File: src/rtl/weight_row_streamer.sv
// Latches one NEURON_NUM x NEURON_NUM weight matrix with its layer tag, then replays it
// one row per handshake; row r carries the weights feeding neuron r.
module weight_row_streamer #(
    parameter int NEURON_NUM        = 4,
    parameter int WEIGHT_CELL_WIDTH = 16,
    parameter int LAYER_ADDR_WIDTH  = 2,
    parameter int ROW_ADDR_WIDTH    = 2
) (
    input  logic                                                clk,
    input  logic                                                rst,
    input  logic [LAYER_ADDR_WIDTH-1:0]                         layer,
    input  logic [NEURON_NUM*NEURON_NUM*WEIGHT_CELL_WIDTH-1:0]  w,
    input  logic                                                w_valid,
    output logic                                                w_ready,
    output logic [NEURON_NUM*WEIGHT_CELL_WIDTH-1:0]             row,
    output logic [ROW_ADDR_WIDTH-1:0]                           row_idx,
    output logic [LAYER_ADDR_WIDTH-1:0]                         row_layer,
    output logic                                                row_last,
    output logic                                                row_valid,
    input  logic                                                row_ready,
    output logic                                                busy
);

    localparam int ROW_W = NEURON_NUM * WEIGHT_CELL_WIDTH;
    localparam int MAT_W = NEURON_NUM * ROW_W;
    localparam int IDX_SLOTS = 2 ** ROW_ADDR_WIDTH;
    localparam logic [ROW_ADDR_WIDTH-1:0] LAST_IDX = ROW_ADDR_WIDTH'(NEURON_NUM - 1);

    typedef enum logic {
        IDLE,
        STREAM
    } state_t;

    state_t                          state_reg, state_next;
    logic [MAT_W-1:0]                matrix_reg;
    logic [LAYER_ADDR_WIDTH-1:0]     layer_reg;
    logic [ROW_ADDR_WIDTH-1:0]       idx_reg, idx_next, idx_inc;
    logic [ROW_W-1:0]                row_reg, row_next;
    logic                            last_reg, last_next;
    logic                            load_matrix;

    // Row slices padded to the full index range so any idx value selects a defined row.
    logic [ROW_W-1:0] rows [IDX_SLOTS];

    generate
        for (genvar gi = 0; gi < IDX_SLOTS; gi++) begin : g_rows
            if (gi < NEURON_NUM) begin : g_live
                assign rows[gi] = matrix_reg[gi*ROW_W +: ROW_W];
            end else begin : g_pad
                assign rows[gi] = '0;
            end
        end
    endgenerate

    assign idx_inc = idx_reg + ROW_ADDR_WIDTH'(1);

    assign w_ready   = (state_reg == IDLE) && rst;
    assign row_valid = (state_reg == STREAM);
    assign busy      = (state_reg == STREAM);
    assign row       = row_reg;
    assign row_idx   = idx_reg;
    assign row_layer = layer_reg;
    assign row_last  = last_reg;

    always_comb begin
        state_next  = state_reg;
        idx_next    = idx_reg;
        row_next    = row_reg;
        last_next   = last_reg;
        load_matrix = 1'b0;
        case (state_reg)
            IDLE: begin
                if (w_valid && w_ready) begin
                    load_matrix = 1'b1;
                    state_next  = STREAM;
                    idx_next    = '0;
                    // Row 0 comes straight from the incoming bus so it is valid next cycle.
                    row_next    = w[ROW_W-1:0];
                    last_next   = (LAST_IDX == '0);
                end
            end
            STREAM: begin
                if (row_ready) begin
                    if (idx_reg == LAST_IDX) begin
                        state_next = IDLE;
                    end else begin
                        idx_next  = idx_inc;
                        row_next  = rows[idx_inc];
                        last_next = (idx_inc == LAST_IDX);
                    end
                end
            end
            default: state_next = IDLE;
        endcase
    end

    always_ff @(posedge clk or negedge rst) begin
        if (!rst) begin
            state_reg  <= IDLE;
            matrix_reg <= '0;
            layer_reg  <= '0;
            idx_reg    <= '0;
            row_reg    <= '0;
            last_reg   <= 1'b0;
        end else begin
            state_reg <= state_next;
            idx_reg   <= idx_next;
            row_reg   <= row_next;
            last_reg  <= last_next;
            if (load_matrix) begin
                matrix_reg <= w;
                layer_reg  <= layer;
            end
        end
    end

endmodule

File: config.mk
export PLATFORM = sky130hd
export DESIGN_NAME = weight_row_streamer
export DESIGN_NICKNAME = d
export VERILOG_FILES = /design/src/rtl/weight_row_streamer.sv
export SDC_FILE = /design/constraint.sdc
export NUM_CORES = 1
export LEC_CHECK = 0
export CORE_MARGIN = 5
export CORE_UTILIZATION = 45
export CTS_BUF_LIST = sky130_fd_sc_hd__clkbuf_8
export CTS_CLUSTER_DIAMETER = 150
export DETAILED_ROUTE_END_ITERATION = 8
export PLACE_DENSITY = 0.73
export SLEW_MARGIN = 20
export SYNTH_ARGS = -nofsm -noshare
export SYNTH_HDL_FRONTEND = slang
export SYNTH_SLANG_ARGS = --single-unit
File: constraint.sdc
create_clock -name clk -period 3.4 [get_ports clk]
set_clock_uncertainty 0.05 [all_clocks]
set_input_delay 0.51 -clock clk [delete_from_list [all_inputs] [get_ports clk]]
set_output_delay 0.51 -clock clk [all_outputs]
set_load 0.01 [all_outputs]
==> run summary <==
status: completed
Critical Path Fanout Max: 53
per-cell routed wire length: 18.43 µm
Tightest Pin Transition: 913.3 ps
Synth Register Bits: 326
1st-pass router iterations: 5
FF-to-FF Start: row_idx[0]
Sum Neg Setup Slack: 0 ps
CTS sink cnt: 326
RSZ-0062 raised after global routing: no
share of cells above drive strength 1: 9.038%
min cycle time layout: 2821 ps
Worst EP arrival: 2260 ps
cts repair resizes: 0
PD cells: 888.3 nW/µm²
Util after Layout: 60.92%
H-tree depth: 2
Detail Route Antenna Nets: 0
Num CTS Buffers: 54
RR Endpoint: row[51]
first-pass GRT wire length: 68250 µm
Post-Syn Area: 14410 µm²
P&R area growth vs syn: 33.41%
Worst-Skew Late Latency: 570 ps
Synthesized Nets: 1802
Post-Syn Area per Cell: 9.369 µm²
Sw Ratio: 35.17%
Pins Over Slew Limit: 0
CTS tree: done
Placer Congestion: 0.8245
P_leak: 9.266 nW
total grt overflow: 0
kind of critical path: in -> out
Tot GR Track Use: 23.54%
P_sw: 0.006006 W
row cnt: 65
number of hold buffers added after cts: 1
DIE AREA: 35700 µm²
Max-Cap Viols: 0
Clock Path Buffers: 3
I/O pins: 334
Worst Path Required: 2840 ps
post-DP HPWL: 27620 µm
worst relative slew slack: 39.11%
synthesized instance count: 1538
Seq/Total Area, Yosys: 56.62%
fmax: 354.5 MHz
Die Y: 188.9 µm
DRC Markers: 0
clock share of power: 21.2%
Internal Power: 0.01107 W
vias in the first global route: 12.70k
setup slack, reg-to-reg: 810 ps
Clk pin slew, worst setup/hold paths: 60 ps
Port Buffers: 333
initial DRC count: 934
Min-Delay Path Class: in -> async
Setup Buffers After CTS: 0
critical path capture point type: output port
fin nets: 2100
Hold Violations, Final: 0
peak supply drop: 0.0004656 V
sequential power share: 40.0%
post-synth cell types: 27
largest net degree at the start of global routing: 160
Layout Cells excl Fill: 2285
Final Cycle Share: 82.96%
initial core utilization: 45.66%
cell count after placement: 2181
cells on worst reg2reg path: 6
# setup viols final: 0
Core ar.: 31560 µm²
Synth Warn #: 0
Detailed Route WL: 42110 µm
routed vias/inst: 5.243
crit path launch type: primary input
root buf cell: clkbuf_8
Gate power share: 38.8%
detailed-route via count: 11.98k
antenna violations before repair: 4
max reg flops: 256
die width: 188.9 µm
-- layout make-up --
| class | count | area, µm² |
|---|---|---|
| inverters | 1 | 3.754 |
| repair buffers | 354 | 3636 |
| diodes | 2 | 5.005 |
| clock inverters | 25 | 127.6 |
| multi-input cells | 1099 | 5738 |
| flip-flops and latches | 326 | 8163 |
| clock buffers | 76 | 1046 |
| fillers | 2628 | 12330 |
| well taps | 402 | 503.0 |
-- worst max-delay path: stages --
cell,delay [ps]
dlygate4sd3_1,560
buf_8,340
nor2b_1,250
clkdlybuf4s50_1,570
-- synth_stat cells --
master    count  area [µm²]
a211oi_1     38       285.3
a21o_1        1       7.510
a221o_1      26       260.3
and2_0        8       50.05
and2_1       18       112.6
and3b_1       2       17.52
buf_1        10       37.54
buf_12        2       40.04
buf_2        39       195.2
buf_4         3       22.52
buf_6         2       22.52
clkbuf_1     56       210.2
dfrtp_1     326        8158
ha_1          2       25.02
inv_1         1       3.750
mux2_2       38       427.9
mux4_1        5       131.4
mux4_2       21       473.0
nand2_1     777        2917
nand2b_1      1       6.260
nand3_1      42       210.2
nand3b_1      2       15.01
nor2_1        1       3.750
nor2b_1      39       244.0
o21ai_0       2       10.01
o22ai_1      38       237.7
o31ai_1      38       285.3
-- routing by layer --
metal | global-route usage, % | part of all wire (%)
met3 | 7.080 | 8.7
met4 | 7.063 | 2.9
met2 | 37.97 | 47
met5 | 0 | 0.10
met1 | 30.98 | 41
-- cell usage in the layout (no fill, tap or decap), types with 2 or more instances in the layout --
cell type          n
o22ai_1           38
nand2_1          776
o31ai_1           38
buf_4              9
clkinv_2           6
diode_2            2
and2_1            18
clkbuf_8          76
a221o_1           26
a211oi_1          38
dfrtp_1          324
buf_12            11
mux2_2            38
nor2b_1           39
mux4_1             5
o21ai_0            2
clkdlybuf4s50_1  332
inv_1             19
and2_0             8
nand3_1           42
mux4_2            21
nand3b_1           2
-- power by group through the flow --
stage	sequential [W]	clock (W)	combinational, W
3_3_place_gp	0.00682	0	0.00647
3_5_place_dp	0.00688	0	0.00668
5_1_grt	0.00706	0.00390	0.00736
2_1_floorplan	0.00662	0	0.00427
4_1_cts	0.00684	0.00371	0.00671
6_report	0.00684	0.00362	0.00662
-- worst max-delay path by stage --
stage	startpoint	end	depth (start not counted)
floorplan	row_idx[0]	row[37]	11
finish	rst	w_ready	4
CTS	rst	w_ready	4
detailed placement	row_idx[0]	row[51]	6
global route	rst	w_ready	4
global placement	row_idx[0]	row[30]	6
-- cell families after synthesis --
| logic type | Yosys count | synth area share (%) |
|---|---|---|
| mux | 64 | 7.164 |
| buf+inv | 113 | 3.691 |
| simple gates | 890 | 24.82 |
| compound gates | 143 | 7.537 |
| flops | 326 | 56.62 |
| fa+ha+maj | 2 | 0.1736 |
-- through the flow --
stage               power (W)  area (µm²)  hold slack (ps)  worst slack [ps]
floorplan             0.01089       14410            164.4             525.4
global placement      0.01329       18030            399.2             893.4
detailed placement    0.01356       18030            405.7             739.8
CTS                   0.01726       19220            370.0             542.9
global route          0.01833       19220            374.5             473.9
finish                0.01708       19220            409.4             579.4
No activity file was read; power rests on OpenSTA's default activity.
